`src/rtl/gate_test_seq.sv`:
```
// Sequencer for testing 2-input logic gates: walks the four input vectors,
// samples synchronised gate outputs after a settle time, and reports pass/fail per gate.
module gate_test_seq #(
  parameter int unsigned SETTLE_CYCLES = 8
) (
  input  logic       clk,
  input  logic       reset_n,
  input  logic       start,
  input  logic       abort,
  input  logic [3:0] tt,
  input  logic [2:0] num_gates,
  output logic [5:0] ic_a,
  output logic [5:0] ic_b,
  input  logic [5:0] ic_y,
  output logic       busy,
  output logic [5:0] pass,
  output logic [5:0] fail,
  output logic       icg
);

  typedef enum logic [1:0] {IDLE, SETTLE, SAMPLE} state_t;

  localparam logic [7:0] CNT_LAST = 8'(SETTLE_CYCLES - 1);

  state_t     state_q;
  logic [1:0] vec_q;
  logic [7:0] cnt_q;
  logic [3:0] ttCap_q;
  logic [5:0] en_q;
  logic [5:0] failAcc_q;
  logic [5:0] yMeta_q;
  logic [5:0] ySync_q;
  logic [5:0] icA_q;
  logic [5:0] icB_q;
  logic       busy_q;
  logic [5:0] pass_q;
  logic [5:0] fail_q;
  logic       icg_q;

  logic [2:0] numClamped;
  logic [5:0] en_d;
  logic [5:0] failAcc_d;
  logic [1:0] vec_d;

  // Requests above six gates collapse to six; enable the lowest numClamped gates.
  always_comb begin
    numClamped = (num_gates > 3'd6) ? 3'd6 : num_gates;
    en_d = '0;
    for (int i = 0; i < 6; i++) begin
      en_d[i] = (3'(i) < numClamped);
    end
  end

  assign failAcc_d = failAcc_q | (en_q & (ySync_q ^ {6{ttCap_q[vec_q]}}));
  assign vec_d     = vec_q + 2'd1;

  always_ff @(posedge clk or negedge reset_n) begin
    if (!reset_n) begin
      state_q   <= IDLE;
      vec_q     <= '0;
      cnt_q     <= '0;
      ttCap_q   <= '0;
      en_q      <= '0;
      failAcc_q <= '0;
      yMeta_q   <= '0;
      ySync_q   <= '0;
      icA_q     <= '0;
      icB_q     <= '0;
      busy_q    <= 1'b0;
      pass_q    <= '0;
      fail_q    <= '0;
      icg_q     <= 1'b0;
    end else begin
      yMeta_q <= ic_y;
      ySync_q <= yMeta_q;
      if (abort) begin
        state_q <= IDLE;
        vec_q   <= '0;
        cnt_q   <= '0;
        icA_q   <= '0;
        icB_q   <= '0;
        busy_q  <= 1'b0;
        pass_q  <= '0;
        fail_q  <= '0;
        icg_q   <= 1'b0;
      end else begin
        case (state_q)
          IDLE: begin
            if (start) begin
              ttCap_q   <= tt;
              en_q      <= en_d;
              failAcc_q <= '0;
              vec_q     <= '0;
              cnt_q     <= '0;
              icA_q     <= '0;
              icB_q     <= '0;
              pass_q    <= '0;
              fail_q    <= '0;
              icg_q     <= 1'b0;
              busy_q    <= 1'b1;
              state_q   <= SETTLE;
            end
          end
          SETTLE: begin
            cnt_q <= cnt_q + 8'd1;
            if (cnt_q == CNT_LAST) begin
              state_q <= SAMPLE;
            end
          end
          SAMPLE: begin
            failAcc_q <= failAcc_d;
            if (vec_q != 2'd3) begin
              vec_q   <= vec_d;
              cnt_q   <= '0;
              icA_q   <= {6{vec_d[1]}};
              icB_q   <= {6{vec_d[0]}};
              state_q <= SETTLE;
            end else begin
              // Final vector: results use the accumulator including this sample.
              pass_q  <= en_q & ~failAcc_d;
              fail_q  <= en_q & failAcc_d;
              icg_q   <= 1'b1;
              busy_q  <= 1'b0;
              vec_q   <= '0;
              cnt_q   <= '0;
              icA_q   <= '0;
              icB_q   <= '0;
              state_q <= IDLE;
            end
          end
          default: begin
            state_q <= IDLE;
            busy_q  <= 1'b0;
            icA_q   <= '0;
            icB_q   <= '0;
          end
        endcase
      end
    end
  end

  assign ic_a = icA_q;
  assign ic_b = icB_q;
  assign busy = busy_q;
  assign pass = pass_q;
  assign fail = fail_q;
  assign icg  = icg_q;

endmodule

```
`config.mk`:
```
export PLATFORM = sky130hd
export DESIGN_NAME = gate_test_seq
export DESIGN_NICKNAME = d
export VERILOG_FILES = /design/src/rtl/gate_test_seq.sv
export SDC_FILE = /design/constraint.sdc
export NUM_CORES = 1
export LEC_CHECK = 0
export ABC_AREA = 1
export CORE_MARGIN = 2
export CORE_UTILIZATION = 48
export CTS_CLUSTER_DIAMETER = 60
export DETAILED_ROUTE_END_ITERATION = 10
export MAX_ROUTING_LAYER = met4
export PLACE_DENSITY = 0.76
export SLEW_MARGIN = 0
export SYNTH_ARGS = -nofsm -noshare
export SYNTH_HDL_FRONTEND = slang
export SYNTH_SLANG_ARGS = --single-unit
```
`constraint.sdc`:
```
create_clock -name clk -period 1.3 [get_ports clk]
set_clock_uncertainty 0.15 [all_clocks]
set_input_delay 0.195 -clock clk [delete_from_list [all_inputs] [get_ports clk]]
set_output_delay 0.195 -clock clk [all_outputs]
set_load 0.1 [all_outputs]
```
Word-level counts from Yosys, hierarchy flattened
Cells that the tools add are included.

operators by class
  $add $sub $neg = 2
  multipliers = 0
  div/mod/pow operators = 0
  order comparisons = 8
  equality and inequality tests = 9
  shifts and indexed selects = 0
  multiplexer cells = 37
  bitwise gates (word level) = 7
  reductions and logical operators = 12

operators with widths
  cell                                                   number
  two-way mux 6 bit                                      9
  case mux 6 bit (2 select lines)                        3
  case mux 6 bit (3 select lines)                        2
  case mux 8 bit (3 select lines)                        1
  AND 6 bit                                              3
  two-way mux 8 bit                                      2
  two-way mux 2 bit                                      6
  AND reduction 3 bit                                    4
  inequality test 3 bit (second input constant)          3
  adder 8 x 1 -> 8 bit (second input constant)           1
  equality test 8 x 3 -> 1 bit (second input constant)   1
  two-way mux 1 bit                                      8
  AND reduction 2 bit                                    4
  < comparator 1 x 3 -> 1 bit (first input constant)     2
  < comparator 2 x 3 -> 1 bit (first input constant)     2
  < comparator 3 bit (first input constant)              2
  inequality test 2 bit (second input constant)          3
  NOT 6 bit                                              1
  OR 6 bit                                               1
  case mux 2 bit (3 select lines)                        1
  bitwise XOR 6 bit                                      1
  case mux 2 bit (2 select lines)                        1
  nonzero test 4 bit                                     1
  greater-than comparator 3 bit (second input constant)  1
  12 further kinds                                       12

storage, ports and cells
  register bits = 66
  bits in latches = 0
  RAM bits = 0
  memory bits (read-only) = 0
  logic and storage cells = 89
  memories kept = 0

Depth between registers and ports, before layout
Gate-level depths: netlist (run 1).

  depth after elaboration = 10
  mapped depth = 9
  mapped depth without buffers = 9

Worst setup path before layout (run 1)
Ideal clock, no wire load.

  path type = register to output
  start = register, netlist name ic_a[4]
  end = output port ic_a[1]
  data arrival time = 1.406 ns
  data required time = 0.955 ns
  setup slack = -0.451 ns
  cell stages (with the launch flop) = 2
  path buffers = 1
  path through = dfrtp_1 -> buf_4

RTL lines
  what       line  source
  to (decl)  12    output logic [5:0] ic_a,

Worst setup path after layout (run 1)
  start = register vec_q[0]
  end = register fail_q[2] (netlist: fail[2])

between the ends
  word-level cells in the longest chain between the ends = 9

ends and longest elaborated chain
  what                                     line  source
  from (decl)                              26    logic [1:0] vec_q;
  from (signal assigned)                   113   vec_q <= vec_d;
  binary-select mux 1 bit (select 2 bit)   54    assign failAcc_d = failAcc_q | (en_q & (ySync_q ^ {6{ttCap_q[vec_q]}}));
  two-way mux 1 bit (not written as such)  54
  bitwise XOR 6 bit                        54
  AND 6 bit                                54
  OR 6 bit                                 54
  AND 6 bit                                121   fail_q <= en_q & failAcc_d;
  two-way mux 6 bit                        112   if (vec_q != 2'd3) begin
  case mux 6 bit (2 select lines)          87    case (state_q)
  two-way mux 6 bit                        76    if (abort) begin
  to (signal assigned)                     121
  to (decl)                                37    logic [5:0] fail_q;

Parallel ways exist; a longest one is shown, timed or not. The select of a mux whose other input is x is not followed.
A chain may end at the register's enable or synchronous reset.

==> results.cfg, run 1 <==
[status]
status = complete, but fails checks
violations = setup timing

[cells_and_area]
n_antenna_cell = 0
fillers = 250
final_common_cell = nand2_1
final_cell_mix = nand2_1, dfrtp_1, buf_12
post-route-util_pct = 82.7
nets = 390
drive_above_1_share_pct = 48.9
syn_to_final_growth_pct = 65.2

[critical_path]
worst-path-stages = 8
critPathTopFamily = simple AND/OR/NAND/NOR gates
worst_path_most_repeated_cell = nand2_1
critPathArrivalTime_ns = 1.65
path_buf_inv = 1
worstRegToRegCells = 8
critPathLaunch = vec_q[0]
critPathLaunchType = flop
critical_path.cell_chain = inv_2 > nand2_2 > nand3_4 > nand3_1 > nand3_4 > nand2_1 > nand2_1 > nand2_1
worst-setup-path-type = flop to flop
r2r-start = vec_q[0]
crit_path_end = fail[2]
crit_slowest_cell = dfrtp_2
crit_required_ns = 1.35
rrSetupSlack_ns = -0.29
cp_slowest_stage_delay_ns = 0.48
path_max_fanout = 5
timing.rr.end = fail[2]
cp-end-kind = flop

[logic_synthesis]
syn_inst = 290
synthMuxAreaShare_pct = 0
synth_compound_area_share_pct = 8.36
synth_fa_ha_area_share_pct = 0.967
seq_area_frac_synth_pct = 54.1
yosysUniqueCellTypes = 27
synth_top_family_by_area = simple AND/OR/NAND/NOR gates
synth-simple-area-share_pct = 27.6
synth_xor_area_share_pct = 0
synth_nets = 309
ys.warnings.count = 0
synth.avg_cell_area_um2 = 8.93
ys_ff_latch = 56
syn_area_um2 = 2590

[sta]
rsz0062_at_grt = yes
slew_violations = 0
relSlewSlack_pct = 75.6
fin_ws_ns = -0.292
fin_crit_sh_pct = 122
tightest_slew_ns = 0.366
setup_viol = 58
min_period_ns = 1.59
fmax_mhz = 628
finalHoldViolCount = 0

[place]
preCtsSetupSlack_ns = -0.551
hpwl_um = 4070
globalplace.congestion = 0.870
io_buffer_count = 42

[global_routing]
gr-usage-met2_pct = 37.9
gr-total-overflow = 0
gr-usage-met3_pct = 5.70
antenna_found_initial = 0
grt_busiest_layer = met2
use_met1_pct = 27.1
grt_usage_pct = 22.8
grt_max_degree = 25
grt_pass1_wl_um = 10400
grt_pass1_vias = 2200

[drt]
detail-route-antenna-nets = 0
drt-total-wl_um = 7730
drc_errors = 0
drtIter0Drc = 137
wl_per_cell_um = 17.5
firstDrtPassIters = 4
routed_via_density = 5.41
dr_total_vias = 2390

[pwr]
p_leak_nw = 1.99
power_mw = 4.66
irDropWorstVdd_v = 0.000812
power.density_nw_per_um2 = 1090

[cts]
htreeDepth = 2
cts_buffers = 5
root_buffer = clkbuf_8
path_clk_slew_ns = 0.10
clk_latency_ns = 0.32
cts_tree = done
cts.sinks = 56
clk_path_buf_depth = 2

[floorplanning]
ios = 43
core_area_um2 = 5170
die_h_um = 77.4
chipWidth_um = 77.4
num_rows = 26
dieArea_um2 = 6000
initial_core_util_pct = 50.0

[hold_path]
hold_class = primary input to async pin

[run]
drv_cap = 0
cell type report:
class,instances,area (um^2),share of cell area (%)
clock buffer,6,72.6,1.70
sequential,56,1420,33.1
timing repair buffer,88,1160,27.2
clock inverter,2,38.8,0.907
tap,70,87.6,2.05
multi-input combinational,188,1380,32.2
inverter,32,123,2.87
power by group:
part	switching, mW	internal, mW
clock	0.575	0.582
combinational	0.845	0.610
sequential	0.158	1.89
total	1.58	3.08
cell usage after synthesis:
cell	number	share of area (%)
a21o_1	1	0.29
buf_6	2	0.87
or2_2	2	0.48
dfrtp_1	56	54
o22ai_1	2	0.48
nand2_1	80	12
o21ai_0	14	2.7
nor2_4	4	1.7
nand3_1	32	6.2
buf_4	11	3.2
ha_1	2	0.97
nor2_8	2	1.5
a31o_2	1	0.34
nand2_4	1	0.43
a21oi_1	13	2.5
buf_2	1	0.19
a21oi_4	1	0.63
inv_1	28	4.1
o31ai_1	1	0.29
nor2_1	13	1.9
o21ai_4	1	0.63
o21bai_1	1	0.29
inv_2	4	0.58
nand2_2	12	2.9
o21ai_1	1	0.19
nor3_1	2	0.39
nand4_1	2	0.48
through the flow:
step / instances / hold slack, ns / TNS, ns / area, um^2
2_1_floorplan: 290 / -0.251 / -1.74 / 2660
3_3_place_gp: 414 / -0.0229 / -18.19 / 3520
3_5_place_dp: 414 / -0.0215 / -19.31 / 3520
4_1_cts: 429 / 0.156 / -5.23 / 3840
5_1_grt: 442 / 0.153 / -11.24 / 4280
6_report: 442 / 0.153 / -8.44 / 4280
flip-flops by register name (all words and copies together) (netlist names):
signal / count
cnt_q: 8
en_q: 6
failAcc_q: 6
fail: 6
pass: 6
yMeta_q: 6
ySync_q: 6
ttCap_q: 4
state_q: 2
vec_q: 2
busy: 1
ic_a: 1
ic_b: 1
icg: 1
routing by layer:
layer	share of wire [%]	vias to the layer above	wire [um]
met5	0	-	0
met4	4.6	0	357
met3	6.7	34	520
met2	51	120	3910
met1	38	1161	2940
li1	-	1075	-
repair_timing:
| item | 4_1_cts | 5_1_grt |
|---|---|---|
| cloned | 0 | 1 |
| pin swaps | 13 | 22 |
| setup endpoints to repair | 51 | 66 |
| resized for setup | 46 | 71 |
| hold endpoints to repair | 56 | 0 |
| buffers inserted | 6 | 12 |
| hold buffers | 1 | 0 |
how the worst min path moves through the flow:
stage | startpoint | end | slack (ns) | depth (start not counted)
after floorplan | reset_n | busy | -0.25 | 0
final | reset_n | cnt_q[5] | 0.15 | 2
after global routing | ic_y[2] | yMeta_q[2] | 0.15 | 1
after detailed placement | reset_n | cnt_q[5] | -0.02 | 1
after CTS | ic_y[1] | yMeta_q[1] | 0.16 | 1
after global placement | reset_n | cnt_q[5] | -0.02 | 1
logic make-up (layout without fill, tap and decap cells):
| group | after synthesis | count (layout) |
|---|---|---|
| AO/OA/AOI/OAI | 36 | 36 |
| adder cells (fa/ha/maj) | 2 | 2 |
| buffers and inverters | 46 | 128 |
| flip-flops | 56 | 56 |
| AND/OR/NAND/NOR | 150 | 150 |
Note: power is estimated with default switching activity, not from simulation.
==> inputs of run 2 (changes only) <==
CORE_MARGIN = not set   (was 2)
==> results.cfg, run 2 (same netlist as run 1, synthesis figures left out) <==
[pwr]
combPwrFrac_pct = 32.7
power.density_nw_per_um2 = 1060
irDropWorstVdd_v = 0.000756
clkPwrFrac_pct = 21.7
sequentialPowerShare_pct = 45.7
power_mw = 4.54
intPower_mw = 2.87
switchingPower_mw = 1.67
p_sw_share_pct = 36.8
p_leak_nw = 1.99

[global_routing]
gr-total-overflow = 0
antenna_found_initial = 0
grt_usage_pct = 26.9
grt_max_degree = 57
grt_pass1_vias = 2231
grt_pass1_wl_um = 10700

[cells_and_area]
fillers = 270
multi_input_area_um2 = 1460
final_common_cell = dfrtp_1
n_antenna_cell = 0
drive_above_1_share_pct = 53.5
syn_to_final_growth_pct = 65.6
final_cell_mix = dfrtp_1, nand2_1, nand2_2
seq_area_um2 = 1420
postLayoutCellArea_um2 = 4290
regMostFlops = cnt_q
largest_register_ffs = 8
final_cell_count_no_fill = 440
nets = 388

[floorplanning]
dieArea_um2 = 5690
core_area_um2 = 5140
num_rows = 26
initial_core_util_pct = 50.4
ios = 43
die_h_um = 75.4
chipWidth_um = 75.4

[drt]
highest_layer = met4
met2_length_um = 4410
routed_via_density = 5.52
route.met3.wl_um = 388
dr_total_vias = 2429
drtIter0Drc = 169
drc_errors = 0
detail-route-antenna-nets = 0
firstDrtPassIters = 4
wl_per_cell_um = 19.3
routedLengthMet1_um = 3260
drt-total-wl_um = 8500

[place]
hpwl_um = 3730
dpl_cell_area_um2 = 3460
globalplace.congestion = 0.853
preCtsSetupSlack_ns = -0.589
io_buffer_count = 42
dp_cells = 410

[critical_path]
path_max_fanout = 8
crit_slowest_cell = dfrtp_2
critPathTopFamily = flip-flops
critPathLaunch = state_q[1]
critical_path.cell_chain = inv_2 > nand2_4 > nor2_4 > nor2_8 > a21oi_4 > nand2_1 > o21ai_1
cp_slowest_stage_delay_ns = 0.48
path_buf_inv = 1
critPathArrivalTime_ns = 1.72
crit_required_ns = 1.40
worst-setup-path-type = flop to flop
cp-end-kind = flop
critPathLaunchType = flop
r2r-start = state_q[1]

[cts]
clk_path_buf_depth = 2
path_clk_slew_ns = 0.09
clk_latency_ns = 0.33
htreeDepth = 2
cts.sinks = 56
cts_tree = done
root_buffer = clkbuf_8
cts_buffers = 5

[sta]
relSlewSlack_pct = 73.4
fin_ws_ns = -0.321
fmax_mhz = 617
min_period_ns = 1.62
fin_crit_sh_pct = 125
rsz0062_at_grt = yes
slew_violations = 0
finalHoldViolCount = 0
setup_viol = 58
tightest_slew_ns = 0.398

[status]
status = complete, but fails checks
violations = setup timing

[hold_path]
hp-start = ic_y[5]
hold_class = primary input to flop

[run]
drv_cap = 0
## run 2: changes by cell type in the layout (fill, tap and decap cells not counted), sizes merged
| cell | before | now |
|---|---|---|
| buf | 71 | 69 |
| clkbuf | 7 | 6 |
| dlygate4sd2 | 0 | 1 |
| clkinvlp | 0 | 1 |
| bufinv | 1 | 0 |
| clkinv | 0 | 1 |
| clkdlybuf4s50 | 15 | 14 |
## run 2: worst register-to-register path: stages (launching register included)
cell	delay, ns
dfrtp_2	0.48
inv_2	0.11
nand2_4	0.08
nor2_4	0.19
nor2_8	0.06
a21oi_4	0.25
nand2_1	0.13
o21ai_1	0.10
## run 2: per-layer routing
metal | GRT usage [%] | vias to the layer above
met5 | - | -
met1 | 33.0 | 1197
met4 | 10.7 | 0
met2 | 44.3 | 109
li1 | - | 1075
met3 | 4.89 | 48
## run 2: path summary, 6_finish.rpt
path                       cells past startpoint    endpoint  slack (ns)
max                                            7    cnt_q[0]       -0.32
min                                            1  yMeta_q[5]        0.15
max reg2reg                                    7    cnt_q[0]       -0.32
min reg2reg                                    0  ySync_q[3]        0.21
min in group asynchronous                      3     fail[4]        0.23
max in group asynchronous                      3     ic_b[4]        0.48
## run 2: layout make-up
class | instances | share of cell area, %
inverters | 32 | 3.21
flip-flops and latches | 56 | 33.0
repair inverters | 1 | 0.263
multi-input cells | 188 | 34.0
well taps | 70 | 2.04
repair buffers | 85 | 25.4
clock buffers | 6 | 1.69
clock inverters | 2 | 0.379
## run 2: power by group through the flow
stage               registers [mW]  clock network [mW]  logic [mW]
floorplan                     2.04                   0       0.498
global placement              2.01                   0       0.803
detailed placement            2.02                   0       0.829
CTS                           2.01               0.962        1.12
global route                  2.08                1.05        1.56
finish                        2.07               0.982        1.48
## run 2: timing repair
action | CTS | global route
pin swaps | 18 | 11
endpoints found under the hold margin | 56 | 0
gates resized for setup | 86 | 66
hold buffers | 1 | 0
endpoints found under the setup margin | 55 | 66
gates cloned | 2 | 0
buffers inserted | 12 | 10
## run 2: per-stage QoR
stage               TNS [ns]  hold slack [ns]  util, %
global placement      -19.31           0.0624     67.4
floorplan              -1.74           -0.251        -
detailed placement    -20.43           0.0726     67.4
CTS                    -5.66            0.156     76.7
finish                -10.14            0.153     83.4
global route          -12.59            0.154     83.4
==> inputs of run 3 (changes only) <==
RECOVER_POWER = 50   (was not set)
==> results.cfg, run 3 (same netlist as run 1, synthesis figures left out) <==
[status]
status = complete, but fails checks
violations = setup timing

[critical_path]
critPathTopFamily = flip-flops
path_buf_inv = 1
path_max_fanout = 8
cp_slowest_stage_delay_ns = 0.48
crit_slowest_cell = dfrtp_2
critPathArrivalTime_ns = 1.72
rrSetupSlack_ns = -0.32
critical_path.cell_chain = inv_2 > nand2_4 > nor2_4 > nor2_8 > a21oi_4 > nand2_1 > o21ai_1
crit_required_ns = 1.40
cp-end-kind = flop
worst-setup-path-type = flop to flop
critPathLaunchType = flop

[floorplanning]
num_rows = 26
dieArea_um2 = 5690
die_h_um = 75.4
ios = 43
initial_core_util_pct = 50.4
chipWidth_um = 75.4
core_area_um2 = 5140

[sta]
holdWs_ns = 0.206
slew_violations = 0
fmax_mhz = 617
finalHoldViolCount = 0
min_period_ns = 1.62
fin_crit_sh_pct = 125
tightest_slew_ns = 0.500
relSlewSlack_pct = 66.6
fin_ws_ns = -0.321
rsz0062_at_grt = yes
fin_tns_setup_ns = -10.15
setup_viol = 58

[cts]
htreeDepth = 2
cts.sinks = 56
path_clk_slew_ns = 0.09
cts_tree = done
root_buffer = clkbuf_8
clk_latency_ns = 0.33
cts_buffers = 5
clk_path_buf_depth = 2

[drt]
drtIter0Drc = 169
dr_total_vias = 2429
drt-total-wl_um = 8500
routed_via_density = 5.52
drc_errors = 0
wl_per_cell_um = 19.3
firstDrtPassIters = 4
detail-route-antenna-nets = 0

[cells_and_area]
seq_area_um2 = 1420
n_antenna_cell = 0
multi_input_area_um2 = 1460
post-route-util_pct = 83.2
drive_above_1_share_pct = 53.2
nets = 388
final_common_cell = dfrtp_1
syn_to_final_growth_pct = 65.2
final_cell_mix = dfrtp_1, nand2_1, nand2_2
postLayoutCellArea_um2 = 4280
final_cell_count_no_fill = 440
largest_register_ffs = 8
regMostFlops = cnt_q
fillers = 272

[global_routing]
grt_max_degree = 57
grt_usage_pct = 26.9
antenna_found_initial = 0
grt_pass1_vias = 2231
gr-total-overflow = 0
grt_pass1_wl_um = 10700

[hold_path]
hold_class = flop to flop

[place]
io_buffer_count = 42
globalplace.congestion = 0.853
dp_cells = 410
dpl_cell_area_um2 = 3460
hpwl_um = 3730

[pwr]
p_leak_nw = 1.98
irDropWorstVdd_v = 0.000756
power.density_nw_per_um2 = 1060

[run]
drv_cap = 0
run 3: layout make-up:
type	count	share of cell area, %
Inverter	32	3.22
Timing Repair inverter	1	0.263
Clock buffer	6	1.70
Sequential cell	56	33.1
Multi-Input combinational cell	188	34.1
Timing Repair Buffer	85	25.2
Clock inverter	2	0.380
Tap cell	70	2.05
run 3: where the power goes:
| part | internal (mW) | leakage [nW] | switching (mW) |
|---|---|---|---|
| sequential | 1.89 | 0.721 | 0.180 |
| combinational | 0.584 | 1.22 | 0.890 |
| clock | 0.385 | 0.0414 | 0.598 |
| total | 2.86 | 1.98 | 1.67 |
run 3: final timing paths:
path | start | end | cells past startpoint
worst max-delay path | state_q[1] | cnt_q[0] | 7
worst min-delay path | yMeta_q[3] | ySync_q[3] | 0
worst max register to register | state_q[1] | cnt_q[0] | 7
worst min register to register | yMeta_q[3] | ySync_q[3] | 0
max in group asynchronous | reset_n | ic_b[4] | 3
min in group asynchronous | reset_n | fail[4] | 3
run 3: timing repair:
item / CTS / global route
endpoints found under the setup margin: 55 / 66
cloned: 2 / 0
hold buffers: 1 / 0
hold endpoints to repair: 56 / 0
pin swaps: 18 / 11
gates resized for setup: 86 / 66
buffers inserted: 12 / 10
run 3: per-layer routing:
layer,vias to the layer above,part of all wire [%],GRT usage [%]
met2,109,52,44.3
met3,48,4.6,4.89
li1,1075,-,-
met1,1197,38,33.0
met5,-,0,-
met4,0,5.1,10.7
run 3: per-stage QoR:
| step | setup WS, ns | total power, mW |
|---|---|---|
| 4_1_cts | -0.175 | 4.09 |
| 6_report | -0.321 | 4.53 |
| 3_5_place_dp | -0.589 | 2.85 |
| 3_3_place_gp | -0.532 | 2.82 |
| 5_1_grt | -0.364 | 4.68 |
| 2_1_floorplan | -0.105 | 2.54 |
==> RTL change (flow settings as in run 1) <==
Change the parameter `SETTLE_CYCLES` from 8 to 7.
--- a/src/rtl/gate_test_seq.sv
+++ b/src/rtl/gate_test_seq.sv
@@ -2,5 +2,5 @@
 // samples synchronised gate outputs after a settle time, and reports pass/fail per gate.
 module gate_test_seq #(
-  parameter int unsigned SETTLE_CYCLES = 8
+  parameter int unsigned SETTLE_CYCLES = 7
 ) (
   input  logic       clk,
Formal check against the unedited RTL: not equivalent (a bounded check fails within 10 cycles, from zero or initial values and one cycle with reset_n low).
==> RTL change against run 1 <==
- the run still ends with negative setup slack left
- routed wire length decreased by 24%
- cell area decreased by 13%
- setup slack improved by 0.10 ns
- power decreased by 14%
- via count decreased by 9.6%
- sequential cell count unchanged
- critical path depth decreased by 2
- synthesized area decreased by 4.6%
==> RTL change: results (changes against run 1) <==
Synthesis
  – Sequential fraction of the synthesis area: 56.8% (+2.6 points)
  – Yosys warns: 0 (unchanged)
  – Share of flip-flops with an asynchronous set or reset: 100% (unchanged)
  – Commonest cells post-synth: nand2_1, dfrtp_1, inv_1, nand3_1, nor2_1
  – Netlist cell types: 24 (-11%)
  – Top post-synthesis cells by area: dfrtp_1, nand2_1, nand3_1, inv_1, nor2_1
  – Syn_nets: 304 (-1.6%)

Global routing
  – Largest net degree at the start of global routing: 57 (+130%)
  – Number of global-route vias before repair: 2031 (-7.7%)
  – Initial antenna violation count: 0 (unchanged)
  – First-pass GRT wire length: 9230 um (-11%)
  – Total GRT Usage: 22.2% (-0.64 points)

STA
  – Setup ws final: -0.189 ns (+0.103 ns)
  – Setup tns final: -6.15 ns (+2.29 ns)
  – Setup Viol. Count Final: 55 (-5.2%)
  – Slew margin rel.: 75.9% (+0.23 points)

Worst setup path
  – Setup crit end: pass[1]
  – Worst EP arrival: 1.60 ns (-0.05 ns)
  – Worst R2R Path Depth: 6 (-2)
  – RR Startpoint: state_q[0]
  – Worst Path Class, Setup: reg2reg
  – Crit-path max FO: 7 (+2)

Clocking
  – CTS Buffer Depth: 2 (unchanged)
  – Root Buffer: clkbuf_8
  – Num CTS Buffers: 5 (unchanged)
  – Clk_lat worst skew: 0.32 ns (about the same)
  – H-tree depth: 2 (unchanged)
  – Worst-path clk slew: 0.11 ns

Run status
  – Status: finished with violations
  – Violated checks: negative setup slack

Final layout
  – Nets: 370 (-5.1%)
  – Max reg flops: 8 (unchanged)
  – # diodes: 0 (unchanged)
  – Share of layout cells above drive strength 1: 33.9% (-15 points)
  – Largest Register: cnt_q

Placement
  – Final HPWL DP: 3790 um (-6.8%)
  – GP Congestion: 0.948 (+9.0%)
  – Place WS: -0.579 ns (-0.0282 ns)
  – PortBufs: 42 (unchanged)

Power
  – Worst vdd ir: 0.723 mV (-11%)
  – Lkg Pwr: 1.77 nW (-11%)

Routing
  – Initial drt markers: 163 (+19%)
  – Final WL: 5900 um (-24%)
  – Drt first pass iters: 5 (+1)
  – Via/cell ratio: 5.13 (-5.1%)

Min path
  – Hold Path Class: in2reg
[RTL change: cell types whose count changed after synthesis, moves of 2 or more]
cell	delta
nor3_1	-2
nand3_1	-5
inv_2	-3
nor2_1	+9
nand4_1	+2
or2_2	-2
inv_1	+3
nand2_1	+8
nor2_4	-4
nor2_8	-2
nand2_2	-11
[RTL change: metal layers]
| layer | global-route usage [%] | vias up | wire [um] |
|---|---|---|---|
| met5 | - | - | 0 |
| met2 | 34.7 | 82 | 2870 |
| met4 | 5.46 | 0 | 89 |
| met3 | 4.23 | 13 | 287 |
| li1 | - | 1030 | - |
| met1 | 30.3 | 1036 | 2660 |
[RTL change: worst max-delay path, stage by stage, from the launching register on]
cell and delay [ns]:
dfrtp_2 0.47, inv_1 0.18, nand4_1 0.11, buf_4 0.19, nor2_1 0.14, nand3_1 0.11, nand2_1 0.08
[RTL change: repair_timing]
item | 4_1_cts | 5_1_grt
resized for setup | 33 | 34
setup buffers | 2 | 4
pin swaps | 21 | 7
hold buffers | 1 | 0
endpoints found under the hold margin | 56 | 0
gates cloned | 1 | 0
setup endpoints to repair | 56 | 58
[RTL change: worst min-delay path by stage]
stage,start,to,slack [ns],cells past startpoint
2_1_floorplan,reset_n,busy,-0.25,0
3_3_place_gp,reset_n,cnt_q[0],0.06,2
3_5_place_dp,reset_n,cnt_q[1],0.07,2
4_1_cts,ic_y[4],yMeta_q[4],0.15,1
5_1_grt,ic_y[0],yMeta_q[0],0.16,1
6_report,ic_y[4],yMeta_q[4],0.15,1
[RTL change: where the power goes]
| group | switching (W) | internal, W | total [W] |
|---|---|---|---|
| Sequential | 0.000123 | 0.00189 | 0.00202 |
| Combinational | 0.000580 | 0.000403 | 0.000983 |
| Clock | 0.000620 | 0.000397 | 0.00102 |
| Total | 0.00132 | 0.00269 | 0.00402 |
[RTL change: cells by family after synthesis]
group / after synthesis / synth area share, %
DFF: 56 / 56.8
AOI/OAI and AO/OA: 35 / 8.21
buffers and inverters: 45 / 8.72
and+or+nand+nor: 144 / 24.4
xor gates and xnor gates: 1 / 0.355
adders and majority gates: 3 / 1.52
[RTL change: final cells by class]
cell class / instances / area, um2
Clock buffer: 5 / 68.8
Inverter: 32 / 123
Multi-Input combinational cell: 184 / 1060
Timing Repair Buffer: 71 / 926
Tap cell: 70 / 87.6
Clock inverter: 3 / 27.5
Sequential cell: 56 / 1410
Fill cell: 343 / 1340
[RTL change: metrics by stage]
stage	area, um2	hold slack, ns	cells
after global routing	3710	0.162	421
after detailed placement	3340	0.0659	405
after CTS	3570	0.149	417
after floorplan	2530	-0.251	284
final	3710	0.154	421
after global placement	3340	0.0608	405
